File: src/rtl/adc_scan_scheduler.sv
// Round-robin channel scheduler for an 8-channel ADC with a one-frame result pipeline.
// Averages 2^AVG_LOG2 results per channel into a readable register bank.
module adc_scan_scheduler #(
    parameter int unsigned FRAME_CYCLES = 17,
    parameter int unsigned CAPTURE_AT   = 16,
    parameter int unsigned AVG_LOG2     = 2
) (
    input  logic        clk,
    input  logic        reset,
    input  logic        enable,
    input  logic [7:0]  chan_mask,
    input  logic [11:0] adc_result,
    output logic [2:0]  adc_chan,
    output logic        sample_valid,
    output logic [2:0]  sample_chan,
    output logic [11:0] sample_data,
    output logic        scan_done,
    input  logic [2:0]  rd_chan,
    output logic [11:0] rd_data
);
    localparam int unsigned FW         = $clog2(FRAME_CYCLES);
    localparam logic [3:0]  DWELL_LAST = 4'((1 << AVG_LOG2) - 1);

    typedef enum logic [1:0] {IDLE, PRIME, RUN} state_t;

    state_t        state, state_next;
    logic [FW-1:0] frame_cnt;
    logic [3:0]    dwell_cnt;
    logic [15:0]   acc;
    logic [2:0]    prev_chan;
    logic          prev_valid;
    logic          prev_last;
    logic [11:0]   bank [8];

    logic          wrap, capture;
    logic [2:0]    lowest_chan, next_chan, top_chan;
    logic [15:0]   acc_sum;
    logic [11:0]   avg;

    assign wrap    = (frame_cnt == FW'(FRAME_CYCLES - 1));
    assign capture = (frame_cnt == FW'(CAPTURE_AT));
    assign acc_sum = acc + 16'(adc_result);
    assign avg     = 12'(acc_sum >> AVG_LOG2);
    assign rd_data = bank[rd_chan];

    always_comb begin
        lowest_chan = '0;
        top_chan    = '0;
        for (int unsigned i = 0; i < 8; i++) begin
            if (chan_mask[3'(7 - i)]) lowest_chan = 3'(7 - i);
            if (chan_mask[3'(i)]) top_chan = 3'(i);
        end
        next_chan = lowest_chan;
        for (int unsigned i = 0; i < 8; i++) begin
            if (chan_mask[3'(7 - i)] && (3'(7 - i) > adc_chan)) next_chan = 3'(7 - i);
        end
    end

    always_comb begin
        state_next = state;
        unique case (state)
            IDLE: if (enable && (chan_mask != '0)) state_next = PRIME;
            PRIME, RUN: begin
                if (!enable)                           state_next = IDLE;
                else if (wrap && (chan_mask == '0))    state_next = IDLE;
                else if (wrap)                         state_next = RUN;
            end
            default: state_next = IDLE;
        endcase
    end

    always_ff @(posedge clk) begin
        if (reset) begin
            state        <= IDLE;
            adc_chan     <= '0;
            frame_cnt    <= '0;
            dwell_cnt    <= '0;
            acc          <= '0;
            prev_chan    <= '0;
            prev_valid   <= 1'b0;
            prev_last    <= 1'b0;
            sample_valid <= 1'b0;
            sample_chan  <= '0;
            sample_data  <= '0;
            scan_done    <= 1'b0;
            for (int unsigned i = 0; i < 8; i++) bank[3'(i)] <= '0;
        end else begin
            state        <= state_next;
            sample_valid <= 1'b0;
            scan_done    <= 1'b0;
            if ((state == IDLE) || !enable) begin
                frame_cnt  <= '0;
                dwell_cnt  <= '0;
                acc        <= '0;
                prev_valid <= 1'b0;
                if (state_next == PRIME) adc_chan <= lowest_chan;
            end else begin
                frame_cnt <= wrap ? '0 : frame_cnt + 1'b1;
                // Only results of RUN-frame requests count; prev_last marks the
                // final request of a dwell, so its result closes that channel's group.
                if ((state == RUN) && capture && prev_valid) begin
                    if (prev_last) begin
                        bank[prev_chan] <= avg;
                        acc             <= '0;
                        sample_valid    <= 1'b1;
                        sample_chan     <= prev_chan;
                        sample_data     <= avg;
                        scan_done       <= (prev_chan == top_chan);
                    end else begin
                        acc <= acc_sum;
                    end
                end
                if (wrap) begin
                    prev_chan  <= adc_chan;
                    prev_valid <= (state == RUN);
                    prev_last  <= (dwell_cnt == DWELL_LAST);
                    if ((state == RUN) && (chan_mask != '0)) begin
                        if (dwell_cnt == DWELL_LAST) begin
                            dwell_cnt <= '0;
                            adc_chan  <= next_chan;
                        end else begin
                            dwell_cnt <= dwell_cnt + 1'b1;
                        end
                    end
                end
            end
        end
    end
endmodule

File: config.mk
export PLATFORM = sky130hd
export DESIGN_NAME = adc_scan_scheduler
export DESIGN_NICKNAME = d
export VERILOG_FILES = /design/src/rtl/adc_scan_scheduler.sv
export SDC_FILE = /design/constraint.sdc
export NUM_CORES = 1
export LEC_CHECK = 0
export BUFFER_PORTS_ARGS = -buffer_cell sky130_fd_sc_hd__buf_2
export CORE_UTILIZATION = 55
export CTS_BUF_LIST = sky130_fd_sc_hd__clkbuf_8
export DETAILED_ROUTE_END_ITERATION = 10
export PLACE_DENSITY = 0.74
export SYNTH_ARGS = -nofsm -noshare
export SYNTH_HDL_FRONTEND = slang
export SYNTH_SLANG_ARGS = --single-unit
File: constraint.sdc
create_clock -name clk -period 4.7 [get_ports clk]
set_input_delay 0.94 -clock clk [delete_from_list [all_inputs] [get_ports clk]]
set_output_delay 0.94 -clock clk [all_outputs]
set_load 0.01 [all_outputs]
==> results.env <==
STARTPOINT_TYPE='input pin'
YOSYS_MOST_USED_DFF='edfxtp_1'
CLOCKBUFFERDEPTH=2
SYNTH.LARGEST_AREA_CELL='edfxtp_1'
POWER_LEAKAGE_nW=2.82
VIAS=5164
CTS_ROOT_BUFFER='clkbuf_8'
SYNTH_ASYNC_RESET_RATIO=0
FOOTPRINT_OF_THE_MULTI_INPUT_GATES_UM2=3070
IR_WORST_VDD_mV=0.170
DIODES=0
CTS_SINKS=146
FINALWORSTPATHREQUIREDPERIOD_PS=3540
PRE_ANTENNA_DRT_ITERS=5
YOSYS_WARNINGS=0
CORE_REGION_AREA_UM2=12700
TIMING.SLEW.HEADROOM=0.261
SYNTH_SEQ_CELLS=146
CRITICAL-PATH-SLOWEST-CELL='buf_2'
FINAL_CELL_MIX='nor2_1, edfxtp_1, buf_2, dfxtp_1, a21oi_1'
REG_TO_REG_START='state[0]'
FINAL_COMMON_CELL='nor2_1'
MAX_FREQ_MHz=283
AREA_GROWTH_PCT=11.5
REPORT.FINAL.SLEW_VIOL_COUNT=0
HOLDWS_PS=460
FILLERS=1033
CLKSLEWWORSTSETUPHOLDPATHS_PS=70
INITIAL_ANTENNA_VIOLATION_COUNT=0
R2R_SLACK_PS=1510
LAYOUT.NETS=722
ROUTED_VIA_DENSITY=5.99
WORST_REG2REG_ENDPOINT='bank[4][4]'
CTS_REPAIR_RESIZE_COUNT=0
WORST_HOLD_PATH.ENDPOINT='sample_chan[2]'
AVGROUTEDWIREPERCELL_UM=19.4
LARGEST_CELLS_BY_AREA_AFTER_SYNTHESIS='edfxtp_1, dfxtp_1, mux4_2, nor2_1, ha_1'
INSERTION_DELAY_PS=450
SETUP-TNS-FINAL_PS=0
HOLD_VIOL_FINAL=0
FIRST_GLOBAL_VIAS=5049
SYNTH_EDF_COUNT=96
SETUP_VIOL=0
CRIT_PATH_MAX_FANOUT=24
SYNTH.YOSYS.SEQ_AREA_SHARE=0.543
SYNTH.NET_COUNT=672
PORT-BUFFER-COUNT=57
RUN_STATUS='complete, no violations'
ARRIVAL_PS=2600
DRT-INITIAL-DRC-COUNT=419
SYN_INST=627
ANT_NETS=0
FINAL.PERIOD_UTILIZATION=0.752
TIMING.CRITICAL_PATH.CELLS='buf_2 > mux4_2 > mux2_2 > buf_2'
WORST_SLACK_PS=1160
CRITICAL-PATH-MAX-STAGE-DELAY_PS=600
SEQUENTIAL_CELL_AREA_UM2=3880
CRIT_TYPE='in2out'
DP_SLACK_PS=1140
CRITICAL_PATH.MOST_COMMON_CELL='buf_2'
GLOBAL_ROUTE.OVERFLOW_TOTAL=0
TOTALWIRELENGTH_MM=16.7
INITIAL_CORE_UTIL=0.564
FINAL.SETUP_SKEW_PS=12.7
HOLD_PATH_DEPTH=2
RSZ_0062_RAISED_AFTER_GLOBAL_ROUTING='no'
DETAILED_PLACE_HPWL_MM=11.6
ROWS=41
POWER_TOTAL_mW=2.67
MAX_CAP_VIOLS=0
GRT.TOTAL_USAGE=0.269
DIE-WIDTH_UM=116
DIE_HEIGHT_UM=116
HTREE_NUM_LEVELS=4
POWER_PER_CELL_AREA_nW_PER_UM2=335
HP-START='sample_chan[2]'
CTS-BUFFERS-INSERTED=17
CLOCK_TREE_FROM_TRITONCTS='yes'
MIN_PATH_TYPE='reg2reg'
CTS_HOLD_BUFFERS_ADDED=0
FIRST_PASS_GRT_WIRE_LENGTH_MM=26.4
CTS_SETUP_BUFFERS=0
SYNTH_LARGEST_TYPE_AREA_FRACTION=0.403
DRCVIOLATIONCOUNT=0
FINAL_LAYOUT_SIZE_SUFFIX_GT1_FRAC=0.217
MEAN_INSTANCE_SIZE_IN_THE_SYNTHESIZED_NETLIST_UM2=11.4
DIE_AREA_UM2=13500
CRITICAL_PATH.ENDPOINT_TYPE='output pin'
TIMING.CRITICAL_PATH.REQUIRED_PS=3760
MAXIMUM_NUMBER_OF_PINS_ON_ONE_NET_BEFORE_GLOBAL_ROUTE_REPAIR=39
AREA_OF_THE_MAPPED_NETLIST_UM2=7150
WORST-R2R-CELL-COUNT=9
DESIGN.PORTCOUNT=58
TIGHTESTPINTRANSITION_PS=1100
FINALWEIGHTEDCONGESTION=0.912
YOSYSUNIQUECELLTYPES=70
through the flow:
| stage | area, um^2 | cells | utilization |
|---|---|---|---|
| 2_1_floorplan | 7150 | 627 | - |
| 3_3_place_gp | 7560 | 830 | 0.597 |
| 3_5_place_dp | 7560 | 830 | 0.597 |
| 4_1_cts | 7970 | 862 | 0.629 |
| 5_1_grt | 7970 | 862 | 0.629 |
| 6_report | 7970 | 862 | 0.629 |
registers in the layout, indices dropped and copies added, names as in the netlist, 2 cells and up:
register	count
dwell_cnt	4
sample_chan	3
acc	14
frame_cnt	5
state	2
prev_chan	3
bank	96
adc_chan	3
sample_data	12
how the worst max path moves through the flow:
stage	startpoint	endpoint	slack [ps]
CTS	rd_chan[0]	rd_data[9]	1130
detailed placement	rd_chan[0]	rd_data[9]	1140
global placement	rd_chan[0]	rd_data[9]	1160
global route	rd_chan[0]	rd_data[0]	1040
finish	rd_chan[0]	rd_data[0]	1160
floorplan	rd_chan[0]	rd_data[0]	1390
worst max-delay path: cells and delay by family:
family | cells | cell delay [ps]
buffers and inverters | 2 | 750
multiplexers | 2 | 880
power by group:
group	internal [mW]	total (mW)	leakage, nW	switching (mW)
registers	1.41	1.43	1.31	0.0205
clock network	0.566	1.02	0.219	0.456
logic	0.0935	0.220	1.29	0.126
total	2.07	2.67	2.82	0.603
logic make-up after synthesis:
kind of cell / after synthesis / share of synthesized area
flip-flops: 146 / 0.543
buffers and inverters: 46 / 0.0275
XOR/XNOR: 17 / 0.0266
adder cells (fa/ha/maj): 20 / 0.0357
AO/OA/AOI/OAI: 107 / 0.0987
multiplexers: 39 / 0.0987
AND/OR/NAND/NOR: 252 / 0.170
Yosys cell counts, types with 3 or more instances:
library cell / count
nor2_1: 133
edfxtp_1: 96
dfxtp_1: 50
a21oi_1: 36
nand2_1: 30
mux4_2: 24
o21ai_0: 22
nand3_1: 21
buf_2: 18
ha_1: 18
clkbuf_1: 13
nand2b_1: 13
mux2_2: 12
inv_1: 11
nor3_1: 11
xor2_1: 10
nand3b_1: 6
nor2b_1: 5
o21bai_1: 5
or3_1: 5
a211oi_1: 4
a21o_1: 4
nor3b_1: 4
a211oi_2: 3
a21oi_2: 3
a31oi_1: 3
mux2i_1: 3
nand4_1: 3
nor4_1: 3
o21ai_1: 3
o31ai_1: 3
or4_1: 3
xnor2_1: 3
routing by layer:
layer / wire length [um] / share of wire / global-route usage
met3: 947 / 0.057 / 0.0523
met5: 0 / 0 / 0
met1: 6630 / 0.40 / 0.318
met2: 8810 / 0.53 / 0.484
met4: 354 / 0.021 / 0.0983
final cells by class:
cell class | count | share of cell area
sequential | 146 | 0.487
multi-input combinational | 435 | 0.385
timing repair buffer | 65 | 0.0433
clock buffer | 17 | 0.0293
tap | 172 | 0.0270
clock inverter | 15 | 0.0223
inverter | 12 | 0.00565
Power figures use the tool's default switching activity.
